File: config.mk
export PLATFORM = sky130hd
export DESIGN_NAME = actor_port_fifo_flat
export DESIGN_NICKNAME = d
export VERILOG_FILES = /design/src/rtl/actor_port_pkg.sv /design/src/rtl/actor_port_fifo_if.sv /design/src/rtl/actor_port_fifo_mem.sv /design/src/rtl/actor_port_fifo.sv /design/src/flat_wrapper.sv
export SDC_FILE = /design/constraint.sdc
export NUM_CORES = 1
export LEC_CHECK = 0
export ABC_AREA = 0
export CAP_MARGIN = 20
export CORE_MARGIN = 2
export CORE_UTILIZATION = 50
export DETAILED_ROUTE_END_ITERATION = 8
export MAX_ROUTING_LAYER = met4
export PLACE_DENSITY_LB_ADDON = 0.1
export SYNTH_ARGS = -nofsm -noshare
export SYNTH_HDL_FRONTEND = slang
export SYNTH_SLANG_ARGS = --single-unit
File: constraint.sdc
create_clock -name CLK -period 2.8 [get_ports CLK]
set_input_delay 0.28 -clock CLK [delete_from_list [all_inputs] [get_ports CLK]]
set_output_delay 0.28 -clock CLK [all_outputs]
set_load 0.005 [all_outputs]
File: src/rtl/actor_port_pkg.sv
// Shared definitions for actor port connections: COUNT width, default token width,
// and the log2 helper used to size FIFO pointers.
package actor_port_pkg;

    localparam int unsigned COUNT_W       = 16;
    localparam int unsigned DEFAULT_WIDTH = 8;

    function automatic int unsigned log2(input int unsigned n);
        int unsigned r;
        r = 0;
        for (int i = 0; i < 32; i++) begin
            if ((32'd1 << i) < n) r = i + 1;
        end
        return r;
    endfunction

endpackage

File: src/rtl/actor_port_fifo_if.sv
// Actor port bundle (DATA/COUNT/SEND with RDY/ACK). master/slave cover the write side;
// source/sink cover the read side, where RDY plays no part.
interface actor_port_fifo_if
    import actor_port_pkg::*;
#(
    parameter int unsigned WIDTH = DEFAULT_WIDTH
);
    logic [WIDTH-1:0]   DATA;
    logic [COUNT_W-1:0] COUNT;
    logic               SEND;
    logic               RDY;
    logic               ACK;

    modport master (output DATA, COUNT, SEND, input  RDY, ACK);
    modport slave  (input  DATA, COUNT, SEND, output RDY, ACK);
    modport source (output DATA, COUNT, SEND, input  ACK);
    modport sink   (input  DATA, COUNT, SEND, output ACK);
endinterface

File: src/rtl/actor_port_fifo_mem.sv
// DEPTH x WIDTH token storage: one synchronous write port, one asynchronous read port.
module actor_port_fifo_mem #(
    parameter int unsigned WIDTH = 8,
    parameter int unsigned DEPTH = 16,
    parameter int unsigned AW    = 4
) (
    input  logic             CLK,
    input  logic             i_we,
    input  logic [AW-1:0]    i_waddr,
    input  logic [WIDTH-1:0] i_wdata,
    input  logic [AW-1:0]    i_raddr,
    output logic [WIDTH-1:0] o_rdata
);
    logic [WIDTH-1:0] r_mem [DEPTH];

    always_ff @(posedge CLK) begin
        if (i_we) r_mem[i_waddr] <= i_wdata;
    end

    assign o_rdata = r_mem[i_raddr];
endmodule

File: src/rtl/actor_port_fifo.sv
// Token FIFO between a producer actor output port and a consumer actor input port.
// Define ACTOR_PORT_FIFO_ERR_EN to add the sticky ERR protocol-violation output.
module actor_port_fifo
    import actor_port_pkg::*;
#(
    parameter int unsigned WIDTH = DEFAULT_WIDTH,
    parameter int unsigned DEPTH = 16
) (
    input  logic CLK,
    input  logic RESET,
    actor_port_fifo_if.slave  in_port,
    actor_port_fifo_if.source out_port
`ifdef ACTOR_PORT_FIFO_ERR_EN
    ,
    output logic ERR
`endif
);
    localparam int unsigned AW       = log2(DEPTH);
    localparam logic [AW:0] FULL_CNT = (AW+1)'(DEPTH);

    logic [AW-1:0]    r_wr_ptr, r_rd_ptr;
    logic [AW:0]      r_count;
    logic             w_full, w_empty, w_push, w_pop;
    logic [WIDTH-1:0] w_rdata;

    assign w_full  = (r_count == FULL_CNT);
    assign w_empty = (r_count == '0);
    assign w_push  = in_port.SEND & ~w_full;
    assign w_pop   = out_port.ACK & ~w_empty;

    assign in_port.RDY    = ~w_full & ~RESET;
    assign in_port.ACK    = w_push;
    assign out_port.SEND  = ~w_empty;
    assign out_port.COUNT = COUNT_W'(r_count);
    // Memory is never cleared, so stale contents must be masked while empty.
    assign out_port.DATA  = w_empty ? '0 : w_rdata;

    always_ff @(posedge CLK or posedge RESET) begin
        if (RESET) begin
            r_wr_ptr <= '0;
            r_rd_ptr <= '0;
            r_count  <= '0;
        end else begin
            if (w_push) r_wr_ptr <= r_wr_ptr + AW'(1);
            if (w_pop)  r_rd_ptr <= r_rd_ptr + AW'(1);
            case ({w_push, w_pop})
                2'b10:   r_count <= r_count + (AW+1)'(1);
                2'b01:   r_count <= r_count - (AW+1)'(1);
                default: r_count <= r_count;
            endcase
        end
    end

    actor_port_fifo_mem #(
        .WIDTH (WIDTH),
        .DEPTH (DEPTH),
        .AW    (AW)
    ) u_mem (
        .CLK     (CLK),
        .i_we    (w_push),
        .i_waddr (r_wr_ptr),
        .i_wdata (in_port.DATA),
        .i_raddr (r_rd_ptr),
        .o_rdata (w_rdata)
    );

`ifdef ACTOR_PORT_FIFO_ERR_EN
    logic r_err;

    always_ff @(posedge CLK or posedge RESET) begin
        if (RESET) begin
            r_err <= 1'b0;
        end else if ((in_port.SEND & w_full) | (out_port.ACK & w_empty) |
                     (in_port.SEND & (in_port.COUNT != COUNT_W'(1)))) begin
            r_err <= 1'b1;
        end
    end

    assign ERR = r_err;
`else
    logic w_unused_count;
    assign w_unused_count = ^in_port.COUNT;
`endif
endmodule
File: src/flat_wrapper.sv
// flat-port wrapper written by rule: the top's interface ports become plain ports
module actor_port_fifo_flat import actor_port_pkg::*;
#(
    parameter int unsigned WIDTH = DEFAULT_WIDTH,
    parameter int unsigned DEPTH = 16
)
  (CLK, RESET, in_port_DATA, in_port_COUNT, in_port_SEND, in_port_RDY, in_port_ACK, out_port_DATA, out_port_COUNT, out_port_SEND, out_port_ACK);
  actor_port_fifo_if #(.WIDTH(WIDTH)) in_port_i ();
  actor_port_fifo_if #(.WIDTH(WIDTH)) out_port_i ();
  input  logic CLK;
  input  logic RESET;
  input wire logic [$bits(in_port_i.DATA)-1:0] in_port_DATA;
  input wire logic [$bits(in_port_i.COUNT)-1:0] in_port_COUNT;
  input wire logic [$bits(in_port_i.SEND)-1:0] in_port_SEND;
  output wire logic [$bits(in_port_i.RDY)-1:0] in_port_RDY;
  output wire logic [$bits(in_port_i.ACK)-1:0] in_port_ACK;
  output wire logic [$bits(out_port_i.DATA)-1:0] out_port_DATA;
  output wire logic [$bits(out_port_i.COUNT)-1:0] out_port_COUNT;
  output wire logic [$bits(out_port_i.SEND)-1:0] out_port_SEND;
  input wire logic [$bits(out_port_i.ACK)-1:0] out_port_ACK;
  assign in_port_i.DATA = in_port_DATA;
  assign in_port_i.COUNT = in_port_COUNT;
  assign in_port_i.SEND = in_port_SEND;
  assign in_port_RDY = in_port_i.RDY;
  assign in_port_ACK = in_port_i.ACK;
  assign out_port_DATA = out_port_i.DATA;
  assign out_port_COUNT = out_port_i.COUNT;
  assign out_port_SEND = out_port_i.SEND;
  assign out_port_i.ACK = out_port_ACK;
  actor_port_fifo #(.WIDTH(WIDTH), .DEPTH(DEPTH)) u_core (.CLK(CLK), .RESET(RESET), .in_port(in_port_i), .out_port(out_port_i));
endmodule
==> impl_metrics.json <==
{
  "critPathLaunch": "u_core.r_rd_ptr[1]$_DFFE_PP0P_",
  "rsz0062_at_grt": "yes",
  "num_rows": 40,
  "p_leak_nw": 2.592,
  "initial_core_util_pct": 50.59,
  "diodes": 0,
  "vdd_drop_max_v": 0.0005727,
  "cts_tree": "built",
  "grt_pass1_vias": 3021,
  "synth_top_area_share_pct": 64.05,
  "max_freq_mhz": 373.8,
  "ctsRootBufferMaster": "clkbuf_16",
  "r2r_end": "u_core.r_count[4]$_DFFE_PP0P_",
  "die_w_um": 113.6,
  "cts_buffers": 17,
  "grt_pass1_wl_um": 17080,
  "synth-seq-cells": 141,
  "synth_edf_count": 128,
  "r2r_cells": 12,
  "gp_routability_congestion": 0.7429,
  "num-fill-cells": 900,
  "grt-ovfl-total": 0,
  "nNetsFinal": 430,
  "yosysTopAreaCell": "edfxtp_1",
  "holdWs_ns": 0.2257,
  "die_h_um": 113.6,
  "grt_max_degree": 22,
  "final_antenna_net_count": 0,
  "syn_area_mm2": 0.006001,
  "hold_viol_final": 0,
  "timing.max_cap.violations": 0,
  "fin_crit_ns": 2.675,
  "multiInputGateArea_mm2": 0.001635,
  "timing.final.ws_setup_ns": 0.1248,
  "ys_warn_count": 0,
  "worst_pin_slew_ns": 0.5883,
  "slew_headroom_pct": 60.66,
  "dr.first_iter.drc_count": 213,
  "cp-start-kind": "flop",
  "port_buffers": 27,
  "ff2ff_setup_slack_ns": 0.13,
  "num_io_pins": 55,
  "grt_usage_pct": 19.07,
  "path_class": "flop to output port",
  "power.total_mw": 7.548,
  "htreeDepth": 4,
  "fin_skew_ns": 0.006434,
  "die_area_mm2": 0.01289,
  "ys_seq_area_share_pct": 69.47,
  "power.density_mw_per_mm2": 1039,
  "coreArea_mm2": 0.01186,
  "switching_share_pct": 27.84,
  "clock_path_buffers": 2,
  "fin_crit_sh_pct": 95.54,
  "setup_viol": 0,
  "crit_path_end_kind": "output port",
  "seqCellArea_mm2": 0.004170,
  "drive_gt1_share_pct": 27.72,
  "fin_area_mm2": 0.007263,
  "pwr-share-seq_pct": 36.7,
  "syn_inst": 321,
  "clkPwrFrac_pct": 29.8,
  "outcome": "completed",
  "clock_latency_ns": 0.41,
  "dp_hpwl_um": 6849,
  "syn_to_final_growth_pct": 21.04,
  "ys_top_cells_by_area": "edfxtp_1, mux4_2, dfrtp_1, mux4_1, ha_1",
  "synth_flop_cell": "edfxtp_1",
  "drc": 0,
  "cp.required_ns": 2.52,
  "vias_per_cell": 5.412,
  "cts_sinks": 141,
  "drt_wl_total_um": 11090,
  "timing.final.max_slew_violations": 0,
  "wl_per_cell_um": 20.12,
  "cp.arrival_ns": 2.40,
  "clk_pin_slew_ns": 0.05,
  "dpl_cell_area_mm2": 0.006536,
  "dp_slack_ns": 0.02108,
  "synthArstFlopShare_pct": 9.220,
  "reg2reg_from": "u_core.r_count[1]$_DFFE_PP0P_",
  "vias": 2982,
  "synth_cell_type_count": 49,
  "hold_path_class": "input pin to async pin",
  "antenna_found_initial": 0,
  "p_int_mw": 5.447,
  "cp_max_fo": 16,
  "power_frac_comb_pct": 33.6,
  "drt-pass1-iter-count": 4,
  "switchingPower_mw": 2.101,
  "avgSynthCellArea_um2": 18.69
}
## power by group through the flow
stage	logic [mW]	clock network, mW	registers [mW]
final	2.53	2.25	2.77
after detailed placement	2.45	0	2.81
after floorplan	1.73	0	2.71
after global placement	2.44	0	2.79
after global routing	2.76	2.37	2.80
after CTS	2.45	2.29	2.78
## Yosys cell counts, types with 2 or more instances
cell      count
mux4_2       23
mux4_1        9
nand3_1       2
buf_1         2
nor3_1        4
buf_12        2
nand2_1       8
o21ai_1      11
nor2_1       14
buf_6         2
buf_2         5
mux2_1        2
inv_1         5
clkbuf_1      4
mux2i_1       8
dfrtp_1      13
nand2b_1      2
buf_4        13
xnor2_1       7
edfxtp_1    128
xor2_1        3
a21oi_1      11
ha_1          9
buf_8         2
mux2_2        8
## per-stage QoR
stage                     std cells  setup TNS (ns)  util (%)
after detailed placement        506               0     55.11
after global routing            551        -0.01504     61.23
final                           551               0     61.23
after global placement          506               0     55.11
after CTS                       538               0     60.33
after floorplan                 331               0         -
## worst max-delay path, cell delays in order (launching register included)
cell             delay, ns
dfrtp_2               0.38
buf_12                0.16
mux4_2                0.50
mux2_2                0.28
o21ai_1               0.12
a21oi_1               0.06
clkdlybuf4s50_1       0.48
## flip-flops by register name, indices dropped and copies added, names as in the netlist
register / flops
u_core.r_count: 5
u_core.r_rd_ptr: 4
u_core.r_wr_ptr: 4
u_core.u_mem.r_mem: 128
## worst max-delay path by stage
stage | to | slack (ns) | cells past startpoint
after global routing | u_core.r_count[4]$_DFFE_PP0P_ | -0.02 | 12
after CTS | out_port_DATA[6] | 0.005 | 6
final | out_port_DATA[6] | 0.12 | 6
after floorplan | u_core.r_count[4]$_DFFE_PP0P_ | 0.01 | 13
after global placement | u_core.r_count[4]$_DFFE_PP0P_ | 0.08 | 11
after detailed placement | u_core.r_count[4]$_DFFE_PP0P_ | 0.02 | 11
## cell type report
type,count,share of cell area (%)
repair buffers,74,9.147
inverters,6,0.3101
flip-flops and latches,141,57.42
clock inverters,8,1.964
clock buffers,22,6.115
well taps,147,2.532
multi-input cells,153,22.52
## layer usage
metal / share of wire, % / wire length (um) / track usage, % / vias up
met1: 46 / 5063 / 25.45 / 1504
met3: 4.7 / 519 / 4.782 / 18
li1: - / - / - / 1402
met5: 0 / 0 / - / -
met4: 2.1 / 231 / 8.780 / 0
met2: 48 / 5273 / 27.98 / 58
## kinds of logic (layout without fill, tap and decap cells)
kind of cell             Yosys count  after routing  synth area share, %
flip-flops                       141            141                69.47
multiplexers                      50             50                15.78
AND/OR/NAND/NOR                   43             43                3.900
buffers and inverters             37            110                4.462
AO/OA/AOI/OAI                     30             30                2.982
XOR/XNOR                          10             10                1.460
adder cells (fa/ha/maj)            9              9                1.877
other                              1             11              0.06249
## cells in the final DEF, fill, tap and decap left out, types with 2 or more instances in the layout
cell	netlist	routed
edfxtp_1	128	128
buf_4	13	44
mux4_2	23	23
clkdlybuf4s50_1	0	20
clkbuf_16	0	17
nor2_1	14	14
dfrtp_1	13	12
a21oi_1	11	11
o21ai_1	11	11
conb_1	1	11
mux4_1	9	9
mux2i_1	8	8
mux2_2	8	8
xnor2_1	7	7
nand2_1	8	7
ha_1	9	7
dlygate4sd2_1	0	7
clkbuf_1	4	5
inv_1	5	4
nor3_1	4	4
bufinv_16	0	4
xor2_1	3	3
clkinv_2	0	3
inv_2	1	2
nand3_1	2	2
mux2_1	2	2
nand2b_1	2	2
buf_12	2	2
## timing repair
action                     4_1_cts  5_1_grt
pin swaps                        0        5
hold buffers                     0        0
setup endpoints to repair        8        2
buffers inserted                 1       13
cloned                           1        0
resized for setup                8        2
No activity file was read; power rests on OpenSTA's default activity.
